--- config.mk ---
export PLATFORM = sky130hd
export DESIGN_NAME = serial_mag_comp_ctrl
export DESIGN_NICKNAME = d
export VERILOG_FILES = /design/src/rtl/serial_mag_comp_ctrl.sv
export SDC_FILE = /design/constraint.sdc
export NUM_CORES = 1
export LEC_CHECK = 0
export ABC_CLOCK_PERIOD_IN_PS = 6450
export CAP_MARGIN = 10
export CORE_ASPECT_RATIO = 0.8
export CORE_MARGIN = 2
export CORE_UTILIZATION = 50
export CTS_BUF_LIST = sky130_fd_sc_hd__clkbuf_4 sky130_fd_sc_hd__clkbuf_8 sky130_fd_sc_hd__clkbuf_16
export DETAILED_ROUTE_END_ITERATION = 7
export PLACE_DENSITY = 0.78
export RECOVER_POWER = 100
export SLEW_MARGIN = 20
export SYNTH_ARGS = -nofsm -noshare
export SYNTH_HDL_FRONTEND = slang
export SYNTH_SLANG_ARGS = --single-unit
--- constraint.sdc ---
create_clock -name clk -period 6.45 [get_ports clk]
set_input_delay 0.9675 -clock clk [delete_from_list [all_inputs] [get_ports clk]]
set_output_delay 0.9675 -clock clk [all_outputs]
set_load 0.02 [all_outputs]
--- src/rtl/serial_mag_comp_ctrl.sv ---
// Bit-serial unsigned magnitude comparator controller: walks A/B MSB-first through a
// 1-bit K/L comparator cell and stops at the first differing bit.
module serial_mag_comp_ctrl #(
    parameter int WIDTH = 8,
    parameter int CW    = $clog2(WIDTH + 1)
) (
    input  logic             clk,
    input  logic             reset,
    input  logic             start,
    input  logic [WIDTH-1:0] a,
    input  logic [WIDTH-1:0] b,
    output logic             busy,
    output logic             done,
    output logic             gt,
    output logic             lt,
    output logic             eq,
    output logic [CW-1:0]    cmp_bits
);

    localparam int IW = $clog2(WIDTH);

    typedef enum logic [1:0] {
        S_IDLE    = 2'd0,
        S_COMPARE = 2'd1,
        S_DONE    = 2'd2
    } state_t;

    state_t           state, state_n;
    logic [WIDTH-1:0] a_reg, a_n;
    logic [WIDTH-1:0] b_reg, b_n;
    logic [IW-1:0]    idx, idx_n;
    logic [CW-1:0]    cmp_n;
    logic             busy_n, done_n, gt_n, lt_n, eq_n;

    // 1-bit comparator cell: K = (a<=b), L = (a>=b)
    logic bit_a, bit_b, cell_k, cell_l;
    assign bit_a  = a_reg[idx];
    assign bit_b  = b_reg[idx];
    assign cell_k = ~bit_a | bit_b;
    assign cell_l = bit_a | ~bit_b;

    always_ff @(posedge clk) begin
        if (reset) begin
            state    <= S_IDLE;
            a_reg    <= '0;
            b_reg    <= '0;
            idx      <= '0;
            cmp_bits <= '0;
            busy     <= 1'b0;
            done     <= 1'b0;
            gt       <= 1'b0;
            lt       <= 1'b0;
            eq       <= 1'b0;
        end else begin
            state    <= state_n;
            a_reg    <= a_n;
            b_reg    <= b_n;
            idx      <= idx_n;
            cmp_bits <= cmp_n;
            busy     <= busy_n;
            done     <= done_n;
            gt       <= gt_n;
            lt       <= lt_n;
            eq       <= eq_n;
        end
    end

    always_comb begin
        state_n = state;
        a_n     = a_reg;
        b_n     = b_reg;
        idx_n   = idx;
        cmp_n   = cmp_bits;
        busy_n  = 1'b0;
        done_n  = 1'b0;
        gt_n    = gt;
        lt_n    = lt;
        eq_n    = eq;

        case (state)
            S_IDLE: begin
                if (start) begin
                    a_n     = a;
                    b_n     = b;
                    idx_n   = IW'(WIDTH - 1);
                    cmp_n   = '0;
                    gt_n    = 1'b0;
                    lt_n    = 1'b0;
                    eq_n    = 1'b0;
                    busy_n  = 1'b1;
                    state_n = S_COMPARE;
                end
            end

            S_COMPARE: begin
                cmp_n  = cmp_bits + CW'(1);
                busy_n = 1'b1;
                // K=0,L=0 is impossible from a real cell; it falls through as "equal"
                if (!cell_k && cell_l) begin
                    gt_n    = 1'b1;
                    busy_n  = 1'b0;
                    done_n  = 1'b1;
                    state_n = S_DONE;
                end else if (cell_k && !cell_l) begin
                    lt_n    = 1'b1;
                    busy_n  = 1'b0;
                    done_n  = 1'b1;
                    state_n = S_DONE;
                end else if (idx == '0) begin
                    eq_n    = 1'b1;
                    busy_n  = 1'b0;
                    done_n  = 1'b1;
                    state_n = S_DONE;
                end else begin
                    idx_n = idx - IW'(1);
                end
            end

            S_DONE: begin
                state_n = S_IDLE;
            end

            default: begin
                state_n = S_IDLE;
            end
        endcase
    end

endmodule

After elaboration in Yosys (flattened, before gate mapping)
Index checks and enable logic that the tools add are counted.
{"block": "word_totals", "reg_bits": 30, "output_inout_bits": 9, "word_cells": 76}
{"block": "classes", "n_lt_le_gt_ge": 1, "add_sub_neg": 2, "bitwise_logic": 5, "reduce_logical": 15, "mux": 34, "n_eq_ne": 9}
{"operator": "two-way mux 1 bit", "n": 16}
{"operator": "!= test 2 bit (second input constant)", "n": 7}
{"operator": "two-way mux 3 bit", "n": 4}
{"operator": "AND reduction 5 bit", "n": 2}
{"operator": "two-way mux 2 bit", "n": 4}
{"operator": "case mux 1 bit (2 select lines)", "n": 4}
{"operator": "case mux 4 bit (2 select lines)", "n": 1}
{"operator": "binary-select mux 1 bit (select 3 bit)", "n": 2}
{"operator": "case mux 3 bit (2 select lines)", "n": 1}
{"operator": "AND reduction 2 bit", "n": 3}
{"operator": "adder 4 x 1 -> 4 bit (second input constant)", "n": 1}
{"operator": "less-than comparator 3 x 4 -> 1 bit (second input constant)", "n": 1}
{"operator": "two-way mux 4 bit", "n": 1}
{"operator": "!= test 4 bit (second input constant)", "n": 1}
{"operator": "case mux 2 bit (2 select lines)", "n": 1}
{"operator": "AND reduction 4 bit", "n": 1}
{"operator": "logical NOT 3 bit", "n": 1}
{"operator": "NOT 1 bit", "n": 3}
{"operator": "AND reduction 3 bit", "n": 1}
{"operator": "subtractor 3 x 1 -> 3 bit (second input constant)", "n": 1}
{"operator": "equality test 2 x 1 -> 1 bit (second input constant)", "n": 1}
{"operator": "logical AND 1 bit", "n": 2}
{"operator": "logical NOT 1 bit", "n": 2}
{"operator": "logical NOT 2 bit", "n": 1}
{"operator": "other kinds (3)", "n": 4}

Depth between registers and ports, before layout
Gate-level depths: netlist of the first run.
{"block": "logic_depth", "ltp_word": 9, "ltp_mapped": 10}

Least setup slack after synthesis of the first run
No wires, ideal clock.
{"block": "synth_timing", "path_kind": "register -> register", "from": "reg idx[0]", "to": "reg idx[1]", "path_stages_with_launch": 10, "n_path_buf": 1, "setup_ns": 0.115, "period_less_slack_ns": 2.072, "slack_ns": 4.378, "t_required_ns": 6.335, "arrival_ns": 1.957, "path_cell_list": "dfxtp_1 -> buf_6 -> mux4_1 -> nand2_1 -> and2_4 -> inv_2 -> ha_1 -> a211oi_2 -> a41oi_1 -> o21a_1"}
{"block": "synth_between", "elab_chain_len": 8}
{"item": "from (decl)", "line_no": "31", "source": "logic [IW-1:0] idx, idx_n;"}
{"item": "from (signal assigned)", "line_no": "58", "source": "idx <= idx_n;"}
{"item": "binary-select mux 1 bit (select 3 bit), on equally long branches", "line_no": "38, 37"}
{"item": "two-way mux 1 bit, on equally long branches", "line_no": "38, 37"}
{"item": "NOT 1 bit, on equally long branches", "line_no": "40, 39"}
{"item": "OR 1 bit, on equally long branches", "line_no": "40, 39"}
{"item": "logical NOT 1 bit, on equally long branches", "line_no": "104, 99"}
{"item": "logical AND 1 bit, on equally long branches", "line_no": "104, 99"}
{"item": "!= test 2 bit (no source line)"}
{"item": "AND reduction 5 bit (no source line)"}
Parallel ways exist; a longest one is shown, timed or not. The select of a mux whose other input is x is not followed.
A chain may end at the register's enable or synchronous reset.

Final worst setup path of the first run
{"block": "layout_timing", "from": "in start", "to": "reg cmp_bits[3]"}
{"block": "layout_between", "elab_chain_len": 2}
{"item": "from (decl)", "line_no": "9", "source": "input logic start,"}
{"item": "!= test 2 bit (no source line)"}
{"item": "AND reduction 2 bit (no source line)"}
{"item": "to (signal assigned)", "line_no": "59", "source": "cmp_bits <= cmp_n;"}
{"item": "to (decl)", "line_no": "17", "source": "output logic [CW-1:0] cmp_bits"}
No other way between the ends.

==> results of run 1 <==
metal layers:
metal	GRT usage	part of all wire
met5	0	0
met4	0.0444	0.0044
met3	0.0740	0.035
met2	0.337	0.50
met1	0.233	0.46
power by group through the flow:
stage	registers [mW]	logic (mW)	clock network (mW)
final	0.221	0.119	0.108
after global routing	0.224	0.133	0.121
after CTS	0.222	0.125	0.111
after detailed placement	0.227	0.125	0
after global placement	0.225	0.119	0
after floorplan	0.225	0.0898	0
synthesized netlist by cell type, types with 2 or more instances:
cell and number:
mux4_1 4, inv_1 5, and2_4 2, inv_2 2
o21a_1 3, nand3_1 2, clkbuf_1 3, o21ai_0 2
dfxtp_1 30, nand2_1 39, buf_2 3, buf_4 2
nor2_1 9, a31oi_1 3, a22oi_1 2, a21oi_1 23
a41oi_1 2, nand2b_1 2, a211oi_1 2, nor3_1 4
ha_1 5
cell families (layout without fill, tap and decap cells):
family | after synthesis | after routing | synth area share
fa+ha+maj | 5 | 5 | 0.0460
compound gates | 38 | 38 | 0.166
simple gates | 62 | 62 | 0.205
xor+xnor | 1 | 1 | 0.00643
flops | 30 | 30 | 0.441
mux | 4 | 4 | 0.0772
buf+inv | 16 | 41 | 0.0579
layout make-up:
cell class                      instances  area share
Multi-Input combinational cell        110       0.399
Sequential cell                        30       0.363
Timing Repair Buffer                   27       0.163
Clock buffer                            7      0.0317
Tap cell                               36      0.0272
Inverter                                7      0.0159
critical path, cell delays in order:
cell and delay [ns]:
dlygate4sd3_1 0.58, nor3b_1 1.64, nor2_1 0.18, o21ai_0 0.25
a21oi_1 0.10
placed cells by master (no fill, tap or decap):
cell type        count
nand2_1             39
dfxtp_1             30
a21oi_1             23
clkdlybuf4s50_1     16
dlygate4sd3_1       11
nor2_1               9
clkbuf_4             7
inv_1                5
ha_1                 5
mux4_1               4
nor3_1               4
a211oi_1             3
a31oi_1              3
o21a_1               3
and2_0               2
nand2b_1             2
o21ai_0              2
a41oi_1              2
nand3_1              2
a22oi_1              2
inv_2                1
clkinv_1             1
nor3b_1              1
nor2b_1              1
xor2_1               1
and2b_1              1
nand4_1              1
path summary, 6_finish.rpt:
kind | slack, ns | to
setup / recovery | 2.89 | cmp_bits[3]
hold / removal | 0.46 | b_reg[4]
setup reg to reg | 3.73 | idx[0]
hold reg to reg | 0.46 | b_reg[4]
==> run metrics, run 1 <==
Core Box Area=2520 sq um; status=finished with violations; first-pass GRT wire length=4690 microns; Flop pwr share=0.493; P per Cell Area=271 nW/um^2; Tmin final=3.56 ns; vias=1178; die height=50.7 microns; Synth Cell Area=1360 sq um; n_diodes=0; layout cells sized above 1=0.0442; Synth Flop Type=dfxtp_1; achievable frequency=0.281 GHz; antenna-violating nets left=0; Final HPWL DP=2110 microns; pre-CTS setup slack=3.71 ns; WP data required=6.60 ns; H-tree levels=2; Max VDD drop=0.165 mV; Final Instance Count excl. Fillers=217; GPL Wtd Cong=0.801; Synth Instances=156; IO Pins=28; R2R cell count=8; Placed Cells=210; Hold Path Depth=2; Multi-input gate area=661 sq um; Clk pin slew, worst setup/hold paths=0.09 ns; failing checks=capacitance limit, slew limit; classification of the worst setup path=in -> reg; synth unique cells=28; vias in the first global route=1031; Seq cells post-synth=30; filler cell count=233; Total GRT Usage=0.195; clock sinks=30; Max clock buf depth=2; unrepaired setup endpoints after global routing=no; Slew Limit Fails=20; combinational group share of total power=0.266; Ys Warns=0; final period utilization=0.552; antenna violations before repair=0; launch point of the worst hold path=b_reg[4]; Tot Pwr=0.448 mW; Hold-fix buffers, CTS=0; Avg Inst Size Synth=8.73 sq um; Worst setup EP type=flip-flop; hold_ws=0.457 ns; setup TNS=0 ns; WL/cell=13.6 microns; First DRT Iteration DRCs=74; worst reg2reg path startpoint=idx[0]; post-synthesis sequential area ratio=0.441; final clock skew=0.00841 ns; crit path launch type=primary input; CP max FO=19; design area=1660 sq um; Worst Tran Pin Value=2.10 ns; max_slew headroom=-0.405; Die Wd=62.3 microns; Setup crit start=start; Cell Rows=16; Layout Nets=205; ranking of synthesized cells by area=dfxtp_1 44%, nand2_1 11%, a21oi_1 8.5%; Worst Hold Class=reg -> reg; CP arrival=3.71 ns; DRT Wirelength=2950 microns; Util after Layout=0.656; CTS Buf Count=5; largest net degree at the start of global routing=31; Area Growth Syn to Fin=21.6%; Psw=0.142 mW; Final WS setup=2.89 ns; Clk pwr share=0.241; Initial Util=0.540; sw frac=0.318; EDFF count, synth=0; max-cap violations=1; number of port buffers=27; via/cell ratio=5.43; area post-placement=1620 sq um; internal power=0.306 mW; share of the synthesized area in the top cell type=0.441; post-CTS setup buffer count=0; post_cts resized=0; setup violators final=0; syn nets=180; cell accounting for the most synthesized area=dfxtp_1; drt drc=0; CTS Root Buffer Type=clkbuf_4; gr ovfl total=0; total die area=3160 sq um; LEAKAGE=0.666 nW; final hold violations=0; latest clock arrival within the worst-skew pair=0.31 ns; DRT Pass-1 Iters=4; CTS tree=done; Post-synth ARST share=0; FF+latch area=601 sq um
Power figures use the tool's default switching activity.
==> run 2, diff against run 1 <==
--- a/config.mk
+++ b/config.mk
@@ -5,7 +5,7 @@
 export SDC_FILE = /design/constraint.sdc
 export NUM_CORES = 1
 export LEC_CHECK = 0
-export ABC_CLOCK_PERIOD_IN_PS = 6450
+export ABC_CLOCK_PERIOD_IN_PS = 3330
 export CAP_MARGIN = 10
 export CORE_ASPECT_RATIO = 0.8
 export CORE_MARGIN = 2
==> constraint.sdc (replaced) <==
create_clock -name clk -period 3.33 [get_ports clk]
set_input_delay 0.4995 -clock clk [delete_from_list [all_inputs] [get_ports clk]]
set_output_delay 0.4995 -clock clk [all_outputs]
set_load 0.02 [all_outputs]
==> run 2 against run 1 <==
The flow now finishes without violations. Sequential power rose by 94%. Critical path depth up 3. Largest power group unchanged. Register-to-register slack worse by 3.0 ns. First-iteration DRC count decreased by 42%.
==> run metrics, run 2 (synthesis gave the netlist of run 1 again) <==
largest net degree at the start of global routing=31 (unchanged); setup TNS=0 ns (unchanged); clock sinks=30 (unchanged); WP data required=3.58 ns (was 6.60 ns); commonest non-fill, non-tap cell in the layout=nand2_1 (unchanged); classification of the worst setup path=reg -> reg (was in -> reg); Hold-fix buffers, CTS=0 (unchanged); Area Growth Syn to Fin=22.7% (was 21.6%); latest clock arrival within the worst-skew pair=0.34 ns (was 0.31 ns); First DRT Iteration DRCs=43 (was 74); DRT Pass-1 Iters=4 (unchanged); final period utilization=0.770; post-CTS setup buffer count=0 (unchanged); total die area=3160 sq um (unchanged); Max clock buf depth=2 (unchanged); R2R Path End=idx[1] (was idx[0]); CTS tree=done (unchanged); Worst Hold Class=reg -> reg (unchanged); CP arrival=2.81 ns (was 3.71 ns); pre-CTS setup slack=0.993 ns (was 3.71 ns); first-pass GRT wire length=4760 microns (was 4690 microns); Max VDD drop=0.282 mV (was 0.165 mV); P per Cell Area=538 nW/um^2 (was 271 nW/um^2); vias=1167 (was 1178); gr ovfl total=0 (unchanged); Hold Path End=b_reg[5] (was b_reg[4]); worst reg2reg path startpoint=idx[0] (unchanged); n_diodes=0 (unchanged); Final WS setup=0.766 ns (was 2.89 ns); Util after Layout=0.662 (was 0.656); Placed Cells=211 (was 210); Total GRT Usage=0.201 (was 0.195); CP max FO=7 (was 19); max-cap violations=0 (was 1); IO Pins=28 (unchanged); vias in the first global route=1108 (was 1031); H-tree levels=2 (unchanged); Hold Path Depth=2 (unchanged); Tmin final=2.56 ns; Cell Rows=16 (unchanged); number of port buffers=27 (unchanged); CTS Buf Count=5 (unchanged); Worst setup EP type=flip-flop (unchanged); filler cell count=226 (was 233); WL/cell=13.0 microns (was 13.6 microns); drt drc=0 (unchanged); die height=50.7 microns (unchanged); DRT Wirelength=2840 microns (was 2950 microns); Core Box Area=2520 sq um (unchanged); Final HPWL DP=2010 microns (was 2110 microns); post_cts resized=0 (unchanged); layout cells sized above 1=0.0437 (was 0.0442); unrepaired setup endpoints after global routing=no (unchanged); most frequent cells in the layout=39 x nand2_1, 30 x dfxtp_1, 23 x a21oi_1, 16 x clkdlybuf4s50_1, 11 x dlygate4sd3_1 (unchanged); R2R setup slack=0.77 ns (was 3.73 ns); status=finished, final reports clean (was finished with violations); launch point of the worst hold path=b_reg[5] (was b_reg[4]); antenna-violating nets left=0 (unchanged); setup violators final=0 (unchanged); Initial Util=0.540 (unchanged); LEAKAGE=0.669 nW (was 0.666 nW); Worst Tran Pin Value=1.20 ns (was 2.10 ns); max_slew headroom=0.199 (was -0.405); GPL Wtd Cong=0.824 (was 0.801); crit path launch type=flip-flop (was primary input); final clock skew=0.00507 ns (was 0.00841 ns); Clk pin slew, worst setup/hold paths=0.09 ns (about the same); achievable frequency=0.390 GHz; Die Wd=62.3 microns (unchanged); CTS Root Buffer Type=clkbuf_4 (unchanged); via/cell ratio=5.33 (was 5.43); Slew Limit Fails=0 (was 20); R2R cell count=8 (unchanged); antenna violations before repair=0 (unchanged); Layout Nets=206 (was 205); Final Instance Count excl. Fillers=219 (was 217); final hold violations=0 (unchanged)
[run 2: cell count changes in the layout (fill, tap and decap cells not counted), sizes merged]
cell | previous run | this run
clkbuf | 7 | 8
clkinv | 1 | 3
inv | 6 | 5
[run 2: layer usage]
| layer | up-vias | GRT usage | wire length, microns |
|---|---|---|---|
| met1 | 550 | 0.226 | 1320 |
| met3 | 5 | 0.0852 | 124 |
| met4 | 0 | 0.0926 | 48 |
| met5 | - | 0 | 0 |
| met2 | 28 | 0.337 | 1350 |
| li1 | 584 | - | - |
[run 2: stage by stage]
stage	hold slack, ns	cell area (sq um)	power, mW
after CTS	0.455	1700	0.915
final	0.456	1670	0.899
after global placement	0.443	1630	0.670
after floorplan	0.432	1360	0.610
after detailed placement	0.442	1630	0.681
after global routing	0.486	1670	0.957
[run 2: final cells by class]
type	count	area, sq um	share of cell area
flip-flops and latches	30	601	0.360
clock inverters	1	5.00	0.00300
repair buffers	28	274	0.164
inverters	7	26.3	0.0157
multi-input cells	110	661	0.396
clock buffers	7	58.8	0.0352
well taps	36	45.0	0.0270
[run 2: worst max path at each step]
stage / to / depth (start not counted) / from / slack, ns
6_report: idx[1] / 8 / idx[0] / 0.77
5_1_grt: idx[1] / 8 / idx[0] / 0.60
4_1_cts: idx[1] / 8 / idx[0] / 1.01
3_5_place_dp: idx[1] / 8 / idx[0] / 0.99
3_3_place_gp: idx[1] / 8 / idx[0] / 1.08
2_1_floorplan: idx[1] / 9 / idx[0] / 1.26
[run 2: where the power goes]
group	internal [mW]	switching [mW]	total [mW]	leakage, nW
logic	0.102	0.129	0.231	0.384
clock network	0.110	0.130	0.240	0.0387
registers	0.395	0.0327	0.428	0.246
[run 2: critical path: stages (launching register included)]
cell and delay [ns]:
dfxtp_1 0.51, mux4_1 0.58, nand2_1 0.08, and2_0 0.18, clkinv_1 0.08, ha_1 0.24, a211oi_1 0.44, a41oi_1 0.19
o21a_1 0.16
==> run 3, diff against run 2 <==
--- a/config.mk
+++ b/config.mk
@@ -5,14 +5,14 @@
 export SDC_FILE = /design/constraint.sdc
 export NUM_CORES = 1
 export LEC_CHECK = 0
-export ABC_CLOCK_PERIOD_IN_PS = 3330
+export ABC_CLOCK_PERIOD_IN_PS = 2340
 export CAP_MARGIN = 10
 export CORE_ASPECT_RATIO = 0.8
 export CORE_MARGIN = 2
-export CORE_UTILIZATION = 50
+export CORE_UTILIZATION = 45
 export CTS_BUF_LIST = sky130_fd_sc_hd__clkbuf_4 sky130_fd_sc_hd__clkbuf_8 sky130_fd_sc_hd__clkbuf_16
 export DETAILED_ROUTE_END_ITERATION = 7
-export PLACE_DENSITY = 0.78
+export PLACE_DENSITY = 0.74
 export RECOVER_POWER = 100
 export SLEW_MARGIN = 20
 export SYNTH_ARGS = -nofsm -noshare
==> constraint.sdc (replaced) <==
create_clock -name clk -period 2.34 [get_ports clk]
set_input_delay 0.351 -clock clk [delete_from_list [all_inputs] [get_ports clk]]
set_output_delay 0.351 -clock clk [all_outputs]
set_load 0.02 [all_outputs]
==> run 3 against run 2 <==
Cell count rose by 0.91%. Count of clock-buffer cells in the layout fell by 1. Fmax rose by 17%. Via count fell by 0.34%. Non-clock buffer count rose by 2. Largest power group unchanged.
==> run metrics, run 3 (synthesis gave the netlist of run 1 again) <==
final hold violations=0 (unchanged); Flop pwr share=0.453 (was 0.476); Worst Hold Class=reg -> reg (unchanged); CP arrival=2.37 ns (was 2.81 ns); Psw=0.406 mW (was 0.292 mW); antenna violations before repair=0 (unchanged); Die Wd=65.5 microns (was 62.3 microns); drt drc=0 (unchanged); setup violators final=0 (unchanged); Worst Tran Pin Value=0.922 ns (was 1.20 ns); H-tree levels=2 (unchanged); Clk pin slew, worst setup/hold paths=0.06 ns (was 0.09 ns); P per Cell Area=787 nW/um^2 (was 538 nW/um^2); Clk pwr share=0.298 (was 0.267); Worst setup EP type=flip-flop (unchanged); final period utilization=0.936 (was 0.770); CTS tree=done (unchanged); internal power=0.941 mW (was 0.607 mW); FF+latch area=602 sq um (was 601 sq um); gr ovfl total=0 (unchanged); filler cell count=245 (was 226); commonest non-fill, non-tap cell in the layout=nand2_1 (unchanged); WP data required=2.52 ns (was 3.58 ns); First DRT Iteration DRCs=37 (was 43); CTS Root Buffer Type=clkbuf_8 (was clkbuf_4); Tmin final=2.19 ns (was 2.56 ns); clock sinks=30 (unchanged); IO Pins=28 (unchanged); area post-placement=1650 sq um (was 1630 sq um); Core Box Area=2830 sq um (was 2520 sq um); crit path launch type=flip-flop (unchanged); sw frac=0.302 (was 0.324); LEAKAGE=0.698 nW (was 0.669 nW); design area=1710 sq um (was 1670 sq um); total die area=3480 sq um (was 3160 sq um); die height=53.2 microns (was 50.7 microns); first-pass GRT wire length=4770 microns (was 4760 microns); DRT Pass-1 Iters=4 (unchanged); Initial Util=0.481 (was 0.540); via/cell ratio=5.26 (was 5.33); unrepaired setup endpoints after global routing=no (unchanged); layout cells sized above 1=0.0656 (was 0.0437); achievable frequency=0.457 GHz (was 0.390 GHz); combinational group share of total power=0.248 (was 0.257); Hold Path Depth=2 (unchanged); antenna-violating nets left=0 (unchanged); max-cap violations=0 (unchanged); Multi-input gate area=668 sq um (was 661 sq um); number of port buffers=27 (unchanged); post-CTS setup buffer count=0 (unchanged); WL/cell=12.9 microns (was 13.0 microns); Total GRT Usage=0.189 (was 0.201); latest clock arrival within the worst-skew pair=0.28 ns (was 0.34 ns); Cell Rows=17 (was 16); classification of the worst setup path=reg -> reg (unchanged); R2R cell count=8 (unchanged); Final HPWL DP=2020 microns (was 2010 microns); final clock skew=0.00328 ns (was 0.00507 ns); Max VDD drop=0.398 mV (was 0.282 mV); pre-CTS setup slack=0.0206 ns (was 0.993 ns); CP max FO=7 (unchanged); vias=1163 (was 1167); vias in the first global route=1098 (was 1108); Slew Limit Fails=0 (unchanged); Area Growth Syn to Fin=25.8% (was 22.7%); Max clock buf depth=2 (unchanged); largest net degree at the start of global routing=31 (unchanged); most frequent cells in the layout=39 x nand2_1, 29 x dfxtp_1, 23 x a21oi_1, 17 x clkdlybuf4s50_1, 10 x dlygate4sd3_1 (was 39 x nand2_1, 30 x dfxtp_1, 23 x a21oi_1, 16 x clkdlybuf4s50_1, 11 x dlygate4sd3_1); DRT Wirelength=2850 microns (was 2840 microns); Final WS setup=0.151 ns (was 0.766 ns); GPL Wtd Cong=0.837 (was 0.824); setup TNS=0 ns (unchanged); max_slew headroom=0.384 (was 0.199); Layout Nets=208 (was 206); CTS Buf Count=5 (unchanged); status=finished, final reports clean (unchanged); n_diodes=0 (unchanged)
==> run 3: path summary, 6_finish.rpt <==
kind,from,to,slack [ns]
hold / removal,b_reg[3],b_reg[3],0.45
setup reg to reg,idx[0],idx[1],0.15
hold reg to reg,b_reg[3],b_reg[3],0.45
setup / recovery,idx[0],idx[1],0.15
==> run 3: through the flow <==
step           power [mW]   util  instances  hold WS (ns)
2_1_floorplan       0.868      -        156         0.432
3_3_place_gp        0.959  0.583        215         0.443
3_5_place_dp        0.975  0.583        215         0.446
4_1_cts              1.37  0.612        221         0.453
5_1_grt              1.43  0.605        221         0.476
6_report             1.35  0.605        221         0.454
==> run 3: per-layer routing <==
metal / track usage / up-vias / part of all wire
met5: 0 / - / 0
li1: - / 588 / -
met3: 0.0511 / 4 / 0.050
met4: 0.115 / 0 / 0.016
met1: 0.207 / 541 / 0.45
met2: 0.330 / 30 / 0.48
==> run 3: power groups by stage <==
stage	combinational [mW]	clock, mW	sequential [mW]
final	0.335	0.402	0.611
after global routing	0.379	0.434	0.619
after CTS	0.352	0.407	0.612
after detailed placement	0.351	0	0.624
after global placement	0.338	0	0.620
after floorplan	0.247	0	0.620
==> run 3: what timing repair did <==
action,CTS,global route
setup endpoints to repair,0,5
resized for setup,0,1
hold buffers,0,0
==> run 3: layout make-up <==
class / instances / share of cell area
Clock buffer: 6 / 0.0482
Timing Repair Buffer: 30 / 0.167
Sequential cell: 30 / 0.351
Multi-Input combinational cell: 110 / 0.390
Tap cell: 38 / 0.0278
Inverter: 7 / 0.0153
==> run 3: critical path, stage by stage, from the launching register on <==
cell and delay (ns):
dfxtp_2 0.42, mux4_1 0.58, nand2_1 0.08, and2_4 0.14, inv_1 0.04, ha_1 0.24
a211oi_2 0.29, a41oi_1 0.16, o21a_1 0.14
